==> src/rtl/pipe_pkg.sv <==
// Shared types for the 5-stage pipeline hazard control.
// Forward selects, divider FSM states, reg-zero id.
package pipe_pkg;

  typedef enum logic [1:0] {
    FWD_REG = 2'b00,
    FWD_WB  = 2'b01,
    FWD_MEM = 2'b10
  } fwd_sel_e;

  typedef enum logic [1:0] {
    DIV_IDLE,
    DIV_RUN,
    DIV_DONE
  } div_state_e;

  localparam int REG_ZERO = 0;

endpackage

==> src/rtl/hazard_div_fsm.sv <==
// Multicycle divider sequencer: start/done handshake,
// watchdog timeout and exception abort.
module hazard_div_fsm
  import pipe_pkg::*;
#(
  parameter int DIV_TIMEOUT = 40
) (
  input  logic clk,
  input  logic rst_n,
  input  logic div_e,
  input  logic div_done,
  input  logic excp_m,
  output logic div_stall,
  output logic div_start,
  output logic div_cancel,
  output logic div_err
);

  localparam int CW = $clog2(DIV_TIMEOUT);
  localparam logic [CW-1:0] CNT_LAST = CW'(DIV_TIMEOUT - 1);

  div_state_e    state_q, state_d;
  logic [CW-1:0] cnt_q, cnt_d;
  logic          start_q, start_d;
  logic          cancel_q, cancel_d;
  logic          err_q, err_d;

  always_ff @(posedge clk or negedge rst_n) begin
    if (!rst_n) begin
      state_q  <= DIV_IDLE;
      cnt_q    <= '0;
      start_q  <= 1'b0;
      cancel_q <= 1'b0;
      err_q    <= 1'b0;
    end else begin
      state_q  <= state_d;
      cnt_q    <= cnt_d;
      start_q  <= start_d;
      cancel_q <= cancel_d;
      err_q    <= err_d;
    end
  end

  // An aborted div is still in EX while cancel pulses; skip
  // one restart so it can leave the stage.
  always_comb begin
    state_d  = state_q;
    cnt_d    = cnt_q;
    start_d  = 1'b0;
    cancel_d = 1'b0;
    err_d    = err_q;
    unique case (state_q)
      DIV_IDLE: begin
        if (div_e && !excp_m && !cancel_q) begin
          state_d = DIV_RUN;
          cnt_d   = '0;
          start_d = 1'b1;
        end
      end
      DIV_RUN: begin
        if (excp_m) begin
          state_d  = DIV_IDLE;
          cnt_d    = '0;
          cancel_d = 1'b1;
        end else if (div_done) begin
          state_d = DIV_DONE;
          cnt_d   = '0;
        end else if (cnt_q == CNT_LAST) begin
          state_d  = DIV_IDLE;
          cnt_d    = '0;
          cancel_d = 1'b1;
          err_d    = 1'b1;
        end else begin
          cnt_d = cnt_q + 1'b1;
        end
      end
      DIV_DONE: state_d = DIV_IDLE;
      default:  state_d = DIV_IDLE;
    endcase
  end

  assign div_stall = (state_q == DIV_RUN)
                   || (state_q == DIV_IDLE && div_e && !cancel_q);
  assign div_start  = start_q;
  assign div_cancel = cancel_q;
  assign div_err    = err_q;

endmodule

==> src/rtl/hazard_ctrl.sv <==
// Pipeline hazard control: forwarding, load-use/branch
// stalls, divider sequencing and exception flushes.
module hazard_ctrl
  import pipe_pkg::*;
#(
  parameter int REG_AW      = 5,
  parameter int DIV_TIMEOUT = 40
) (
  input  logic              clk,
  input  logic              rst_n,
  input  logic [REG_AW-1:0] rs_d,
  input  logic [REG_AW-1:0] rt_d,
  input  logic [REG_AW-1:0] rs_e,
  input  logic [REG_AW-1:0] rt_e,
  input  logic [REG_AW-1:0] wreg_e,
  input  logic [REG_AW-1:0] wreg_m,
  input  logic [REG_AW-1:0] wreg_w,
  input  logic              regwrite_e,
  input  logic              regwrite_m,
  input  logic              regwrite_w,
  input  logic              memtoreg_e,
  input  logic              memtoreg_m,
  input  logic              branch_d,
  input  logic              div_e,
  input  logic              div_done,
  input  logic              excp_m,
  output logic              en_f,
  output logic              en_d,
  output logic              en_e,
  output logic              en_m,
  output logic              clr_d,
  output logic              clr_e,
  output logic              clr_m,
  output logic              clr_w,
  output logic              fwd_a_d,
  output logic              fwd_b_d,
  output logic [1:0]        fwd_a_e,
  output logic [1:0]        fwd_b_e,
  output logic              div_start,
  output logic              div_cancel,
  output logic              div_err
);

  function automatic logic hit(
    input logic [REG_AW-1:0] dst,
    input logic [REG_AW-1:0] src
  );
    return (dst != REG_AW'(REG_ZERO)) && (dst == src);
  endfunction

  function automatic fwd_sel_e fwd_sel(
    input logic [REG_AW-1:0] src
  );
    if (regwrite_m && hit(wreg_m, src)) return FWD_MEM;
    if (regwrite_w && hit(wreg_w, src)) return FWD_WB;
    return FWD_REG;
  endfunction

  logic div_stall;
  logic lw_stall;
  logic br_stall;
  logic e_hit_d;
  logic m_hit_d;

  hazard_div_fsm #(
    .DIV_TIMEOUT(DIV_TIMEOUT)
  ) u_div (
    .clk       (clk),
    .rst_n     (rst_n),
    .div_e     (div_e),
    .div_done  (div_done),
    .excp_m    (excp_m),
    .div_stall (div_stall),
    .div_start (div_start),
    .div_cancel(div_cancel),
    .div_err   (div_err)
  );

  assign fwd_a_e = fwd_sel(rs_e);
  assign fwd_b_e = fwd_sel(rt_e);
  assign fwd_a_d = regwrite_m && hit(wreg_m, rs_d);
  assign fwd_b_d = regwrite_m && hit(wreg_m, rt_d);

  assign e_hit_d  = hit(wreg_e, rs_d) || hit(wreg_e, rt_d);
  assign m_hit_d  = hit(wreg_m, rs_d) || hit(wreg_m, rt_d);
  assign lw_stall = memtoreg_e && e_hit_d;
  assign br_stall = branch_d
                 && ((regwrite_e && e_hit_d)
                  || (memtoreg_m && m_hit_d));

  always_comb begin
    en_f  = 1'b1;
    en_d  = 1'b1;
    en_e  = 1'b1;
    en_m  = 1'b1;
    clr_d = 1'b0;
    clr_e = 1'b0;
    clr_m = 1'b0;
    clr_w = 1'b0;
    unique case (1'b1)
      excp_m: begin
        clr_d = 1'b1;
        clr_e = 1'b1;
        clr_m = 1'b1;
        clr_w = 1'b1;
      end
      (!excp_m && div_stall): begin
        en_f  = 1'b0;
        en_d  = 1'b0;
        en_e  = 1'b0;
        en_m  = 1'b0;
        clr_w = 1'b1;
      end
      (!excp_m && !div_stall && (lw_stall || br_stall)): begin
        en_f  = 1'b0;
        en_d  = 1'b0;
        clr_e = 1'b1;
      end
      default: ;
    endcase
  end

endmodule

==> config.mk <==
export PLATFORM = sky130hd
export DESIGN_NAME = hazard_ctrl
export DESIGN_NICKNAME = d
export VERILOG_FILES = /design/src/rtl/pipe_pkg.sv /design/src/rtl/hazard_div_fsm.sv /design/src/rtl/hazard_ctrl.sv
export SDC_FILE = /design/constraint.sdc
export NUM_CORES = 1
export LEC_CHECK = 0
export BUFFER_PORTS_ARGS = -buffer_cell sky130_fd_sc_hd__buf_2
export CORE_MARGIN = 4
export CORE_UTILIZATION = 35
export DETAILED_ROUTE_END_ITERATION = 6
export PLACE_DENSITY = 0.69
export SLEW_MARGIN = 30
export SYNTH_ARGS = -nofsm -noshare
export SYNTH_HDL_FRONTEND = slang
export SYNTH_SLANG_ARGS = --single-unit
==> constraint.sdc <==
create_clock -name clk -period 4.8 [get_ports clk]
set_input_delay 0.48 -clock clk [delete_from_list [all_inputs] [get_ports clk]]
set_output_delay 0.48 -clock clk [all_outputs]
set_load 0.01 [all_outputs]
==> run metrics, run 1 <==
Ports=63; # DRC=0; skew final=0.000754 ns; WP data arrival=1.90 ns; Peak VDD IR=144 µV; CP required=4.32 ns; grt ovf=0; largest net degree at the start of global routing=12; Setup CP Type=primary input to output port; Root Driver=clkbuf_4; RSZ-0062 raised after global routing=false; Initial Utilization=0.373; Distinct cells, synth=34; commonest non-fill, non-tap cell in the layout=buf_2; final core utilization=0.481; Die W=65.5 µm; final setup vio count=0; Post-DP HPWL=2410 µm; core area=0.00310 mm²; synth warn=0; share of layout cells above drive strength 1=0.386; Worst R2R End=u_div.cnt_q[3]; number of buffers created by CTS=3; CTS tree=yes; GP Congestion=0.787; Skew-Pair Late Insertion Delay=0.26 ns; Seq/Total Area, Yosys=0.238; Tcrit/Tclk final=0.496; Filler cells=318; post-route ant nets=0; hold buffer count at CTS=0; post_cts resized=0; leak pwr=0.716 nW; Post-Synthesis Cells=132; clk sinks=11; FF+latch count, synth=11; syn avg cell area=8.78 µm²; Worst Path Max Fanout=6; Synth Net Count=179; Clock Power Share=0.241; reg2reg setup slack=3.02 ns; CTS H-tree depth=1; Placement Rows=20; Clock Path Buffers=2; Max-Cap Viols=0; Switch Pwr=0.0000827 W; vias after detailed routing=1,138; P per Cell Area=171 mW/mm²; final-stage net count=237; placed cell count=229; n_diodes=0; initial antenna violation count=0; area leader, netlist=dfrtp_1; Cell Area, Synth=0.00116 mm²; most frequent cells in the layout=62 x buf_2, 26 x xor2_1, 14 x xnor2_1, 11 x dfrtp_1; CP startpoint=wreg_m[0]; Crit. End Element=output port; part of the power in registers=0.389; Slew Viols, Final=0; DRT iter0 DRCs=38; minimum clock period=2.38 ns; post-layout instance area=0.00149 mm²; status=finished clean; Placed Instance Area=0.00147 mm²; iteration count of the initial detailed-routing pass=4; Worst Max-Slew Pin Slew=0.644 ns; drt total wl=2810 µm; number of global-route vias before repair=1,103; Gate power share=0.370; Total GRT Usage=0.131; die extent in y=65.5 µm; post-CTS setup buffers=0; synth top area cells=dfrtp_1 24%, xor2_1 20%, xnor2_1 11%; worst-case headroom to the max-slew limit=0.569; ys flop type=dfrtp_1; clock-pin slew on the worst setup and hold paths=0.07 ns; f_max=420 MHz; Sw Ratio=0.323; die area=0.00429 mm²; Syn-to-layout area delta=28.7%; final hold vios=0; I/O Buffers=62; Synth async-reset ratio=1.00; CP Launch Type=primary input; Pint=0.000173 W; fin cells=233; origin of the critical flop-to-flop path=u_div.state_q[1]; setup_tns=0 ns; first-pass GRT wire length=4640 µm; vias per cell=4.88; Worst Hold Class=primary input to asynchronous set/reset pin; number of synthesized flops with an enable pin=0; share of the synthesized area in the top cell type=0.238; overall power=0.000256 W; Routed WL per cell=12.1 µm; R2R depth=5
[power by group through the flow]
stage / sequential (W) / clock [W] / combinational, W
6_report: 0.0000994 / 0.0000617 / 0.0000945
5_1_grt: 0.000100 / 0.0000653 / 0.000106
4_1_cts: 0.0000993 / 0.0000625 / 0.0000956
3_5_place_dp: 0.000101 / 0 / 0.0000951
3_3_place_gp: 0.000101 / 0 / 0.0000946
2_1_floorplan: 0.000101 / 0 / 0.0000561
[per-layer routing]
metal,wire [µm],part of all wire,track usage,vias to the layer above
li1,-,-,-,579
met1,1200,0.43,0.163,507
met2,1320,0.47,0.234,50
met3,285,0.10,0.0239,2
met4,6,0.0021,0.0285,0
met5,0,0,0,-
[cells in the mapped netlist (all sizes together) (2+ instances only)]
master,instances
o21ai,9
a22o,2
a21oi,2
xor2,26
and3,2
buf,7
nand3,9
or3,2
a21o,2
nor4,4
xnor2,14
nor3b,3
o21bai,2
dfrtp,11
a2111oi,2
clkbuf,2
nor2,9
or4,5
nor3,6
nand2,4
[sequential cells by signal, summed over array words and instances, names as in the netlist]
signal and flops:
u_div.cnt_q 6, u_div.state_q 2, u_div.div_cancel 1, u_div.div_err 1, u_div.div_start 1
[critical path, stage by stage]
cell and delay (ns):
buf_2 0.16, xor2_1 0.17, nor3_1 0.18, nand3_1 0.12
a2111oi_1 0.50, or3_1 0.17, buf_2 0.12
[through the flow]
step,hold WS (ns),worst slack [ns]
CTS,0.0750,2.38
detailed placement,0.359,2.37
finish,0.0676,2.42
global placement,0.358,2.41
floorplan,0.184,2.41
global route,0.0837,2.28
[worst max path at each step]
stage	end	slack, ns
5_1_grt	en_d	2.28
3_3_place_gp	clr_e	2.41
4_1_cts	clr_e	2.38
3_5_place_dp	clr_e	2.37
6_report	clr_e	2.42
2_1_floorplan	en_f	2.41
[cell families after synthesis]
| kind of cell | share of synthesized area |
|---|---|
| AND/OR/NAND/NOR | 0.272 |
| XOR/XNOR | 0.302 |
| AO/OA/AOI/OAI | 0.114 |
| flip-flops | 0.238 |
| buffers and inverters | 0.0540 |
| multiplexers | 0.00864 |
| adder cells (fa/ha/maj) | 0.0108 |
[cell type report]
cell class                 instances  area (µm²)  share of cell area
multi-input combinational        111         821               0.550
timing repair buffer              62         310               0.208
sequential                        11         275               0.185
tap                               44        55.1              0.0369
clock buffer                       4        26.3              0.0176
inverter                           1        3.75             0.00252
(Power assumes the default switching activity.)
==> run 2: changes to the inputs <==
clock period = 2.2 ns   (was 4.8 ns; I/O delays follow)
==> run metrics, run 2 (synthesis results as in run 1) <==
status=finished clean (unchanged); Root Driver=clkbuf_4 (unchanged); f_max=535 MHz; Clock Path Buffers=2 (unchanged); CP Launch Type=flop (was primary input); Placement Rows=20 (unchanged); # DRC=0 (unchanged); DRT iter0 DRCs=56 (was 38); final hold vios=0 (unchanged); final-stage net count=240 (was 237); setup_tns=0 ns (unchanged); number of buffers created by CTS=3 (unchanged); share of layout cells above drive strength 1=0.396 (was 0.386); core area=0.00310 mm² (unchanged); Total GRT Usage=0.134 (was 0.131); Crit. End Element=output port (unchanged); Ports=63 (unchanged); CP required=1.98 ns (was 4.32 ns); iteration count of the initial detailed-routing pass=4 (unchanged); Routed WL per cell=12.0 µm (was 12.1 µm); CTS H-tree depth=1 (unchanged); GP Congestion=0.798 (was 0.787); Slew Viols, Final=0 (unchanged); Filler cells=316 (was 318); slowest stage delay, CP=0.42 ns (was 0.50 ns); Setup CP Type=flop to output port (was primary input to output port); Worst Path Max Fanout=6 (unchanged); reg2reg setup slack=0.61 ns (was 3.02 ns); minimum clock period=1.87 ns; Reg with most FFs=u_div.cnt_q (unchanged); post-CTS setup buffers=0 (unchanged); Die W=65.5 µm (unchanged); critical-path cell list=a21oi_1 > o21bai_1 > a2111oi_0 > or3_1 > buf_2 (was buf_2 > xor2_1 > nor3_1 > nand3_1 > a2111oi_1 > or3_1 > buf_2); WP data arrival=1.65 ns (was 1.90 ns); first-pass GRT wire length=4750 µm (was 4640 µm); clk sinks=11 (unchanged); grt ovf=0 (unchanged); CTS tree=yes (unchanged); Worst Max-Slew Pin Slew=0.485 ns (was 0.644 ns); initial antenna violation count=0 (unchanged); post-route ant nets=0 (unchanged); vias per cell=4.84 (was 4.88); n_diodes=0 (unchanged); final setup vio count=0 (unchanged); die extent in y=65.5 µm (unchanged); Worst Hold Class=primary input to flop (was primary input to asynchronous set/reset pin); P per Cell Area=370 mW/mm² (was 171 mW/mm²); Hold Worst Slack=0.245 ns (was 0.0676 ns); Syn-to-layout area delta=31.3% (was 28.7%); Peak VDD IR=371 µV (was 144 µV); Max-Cap Viols=0 (unchanged); pre-CTS WS=0.320 ns (was 2.37 ns); worst-case headroom to the max-slew limit=0.668 (was 0.569); drt total wl=2830 µm (was 2810 µm); most frequent cells in the layout=62 x buf_2, 26 x xor2_1, 14 x xnor2_1, 11 x dfrtp_1 (unchanged); Tcrit/Tclk final=0.850; Post-DP HPWL=2440 µm (was 2410 µm); skew final=0.00244 ns (was 0.000754 ns); largest net degree at the start of global routing=12 (unchanged); commonest non-fill, non-tap cell in the layout=buf_2 (unchanged); leak pwr=0.731 nW (was 0.716 nW); RSZ-0062 raised after global routing=false (unchanged); final setup margin=0.330 ns (was 2.42 ns); Skew-Pair Late Insertion Delay=0.26 ns (about the same); number of global-route vias before repair=1,085 (was 1,103); crit path max-delay cell type=dfrtp_1 (was a2111oi_1); die area=0.00429 mm² (unchanged); largest registers=u_div.cnt_q x6, u_div.state_q x2 (unchanged); max reg flops=6 (unchanged); clock-pin slew on the worst setup and hold paths=0.07 ns (about the same); I/O Buffers=62 (unchanged); Initial Utilization=0.373 (unchanged); vias after detailed routing=1,142 (was 1,138); final core utilization=0.490 (was 0.481)
==> run 2: repair_timing <==
| action | in CTS | in global routing |
|---|---|---|
| hold buffers | 1 | 0 |
| hold endpoints to repair | 11 | 0 |
| setup endpoints to repair | 0 | 1 |
| resized for setup | 0 | 1 |
==> run 2: metrics by stage <==
step / std cells / total power, W / cell area (µm²)
floorplan: 132 / 0.000343 / 1160
global placement: 231 / 0.000431 / 1480
detailed placement: 231 / 0.000432 / 1480
CTS: 236 / 0.000571 / 1520
global route: 236 / 0.000603 / 1520
finish: 236 / 0.000564 / 1520
==> run 2: where the power goes <==
group          total (W)  leakage (nW)  switching [W]  internal (W)
clock network   0.000135        0.0150      0.0000647     0.0000701
registers       0.000217         0.151     0.00000689      0.000210
logic           0.000212         0.565       0.000110      0.000102
==> run 2: worst paths after layout <==
kind                                  startpoint          endpoint  depth (start not counted)
min in group asynchronous                  rst_n     u_div.div_err                          2
worst max register to register    u_div.cnt_q[0]    u_div.cnt_q[3]                          6
worst min-delay path                    div_done  u_div.state_q[1]                          2
worst max-delay path            u_div.state_q[0]             clr_e                          5
worst min register to register     u_div.div_err     u_div.div_err                          1
max in group asynchronous                  rst_n    u_div.cnt_q[0]                          2
==> run 2: layout make-up <==
cell class                      count  area [µm²]  share of cell area
Multi-Input combinational cell    111         826               0.543
Timing Repair Buffer               65         335               0.220
Sequential cell                    11         275               0.181
Inverter                            1        3.75             0.00247
Tap cell                           44        55.1              0.0362
Clock buffer                        4        26.3              0.0173
==> run 2: layer usage <==
layer | wire length, µm | track usage | vias to the layer above
li1 | - | - | 583
met1 | 1270 | 0.183 | 510
met2 | 1280 | 0.225 | 49
met3 | 282 | 0.0291 | 0
met4 | 0 | 0.0104 | 0
met5 | 0 | 0 | -
==> run 2: critical path, delay by kind of cell (launching register included) <==
family | cells | cell delay (ns)
buffers and inverters | 1 | 0.12
DFF | 1 | 0.42
and+or+nand+nor | 1 | 0.17
AOI/OAI and AO/OA | 3 | 0.68
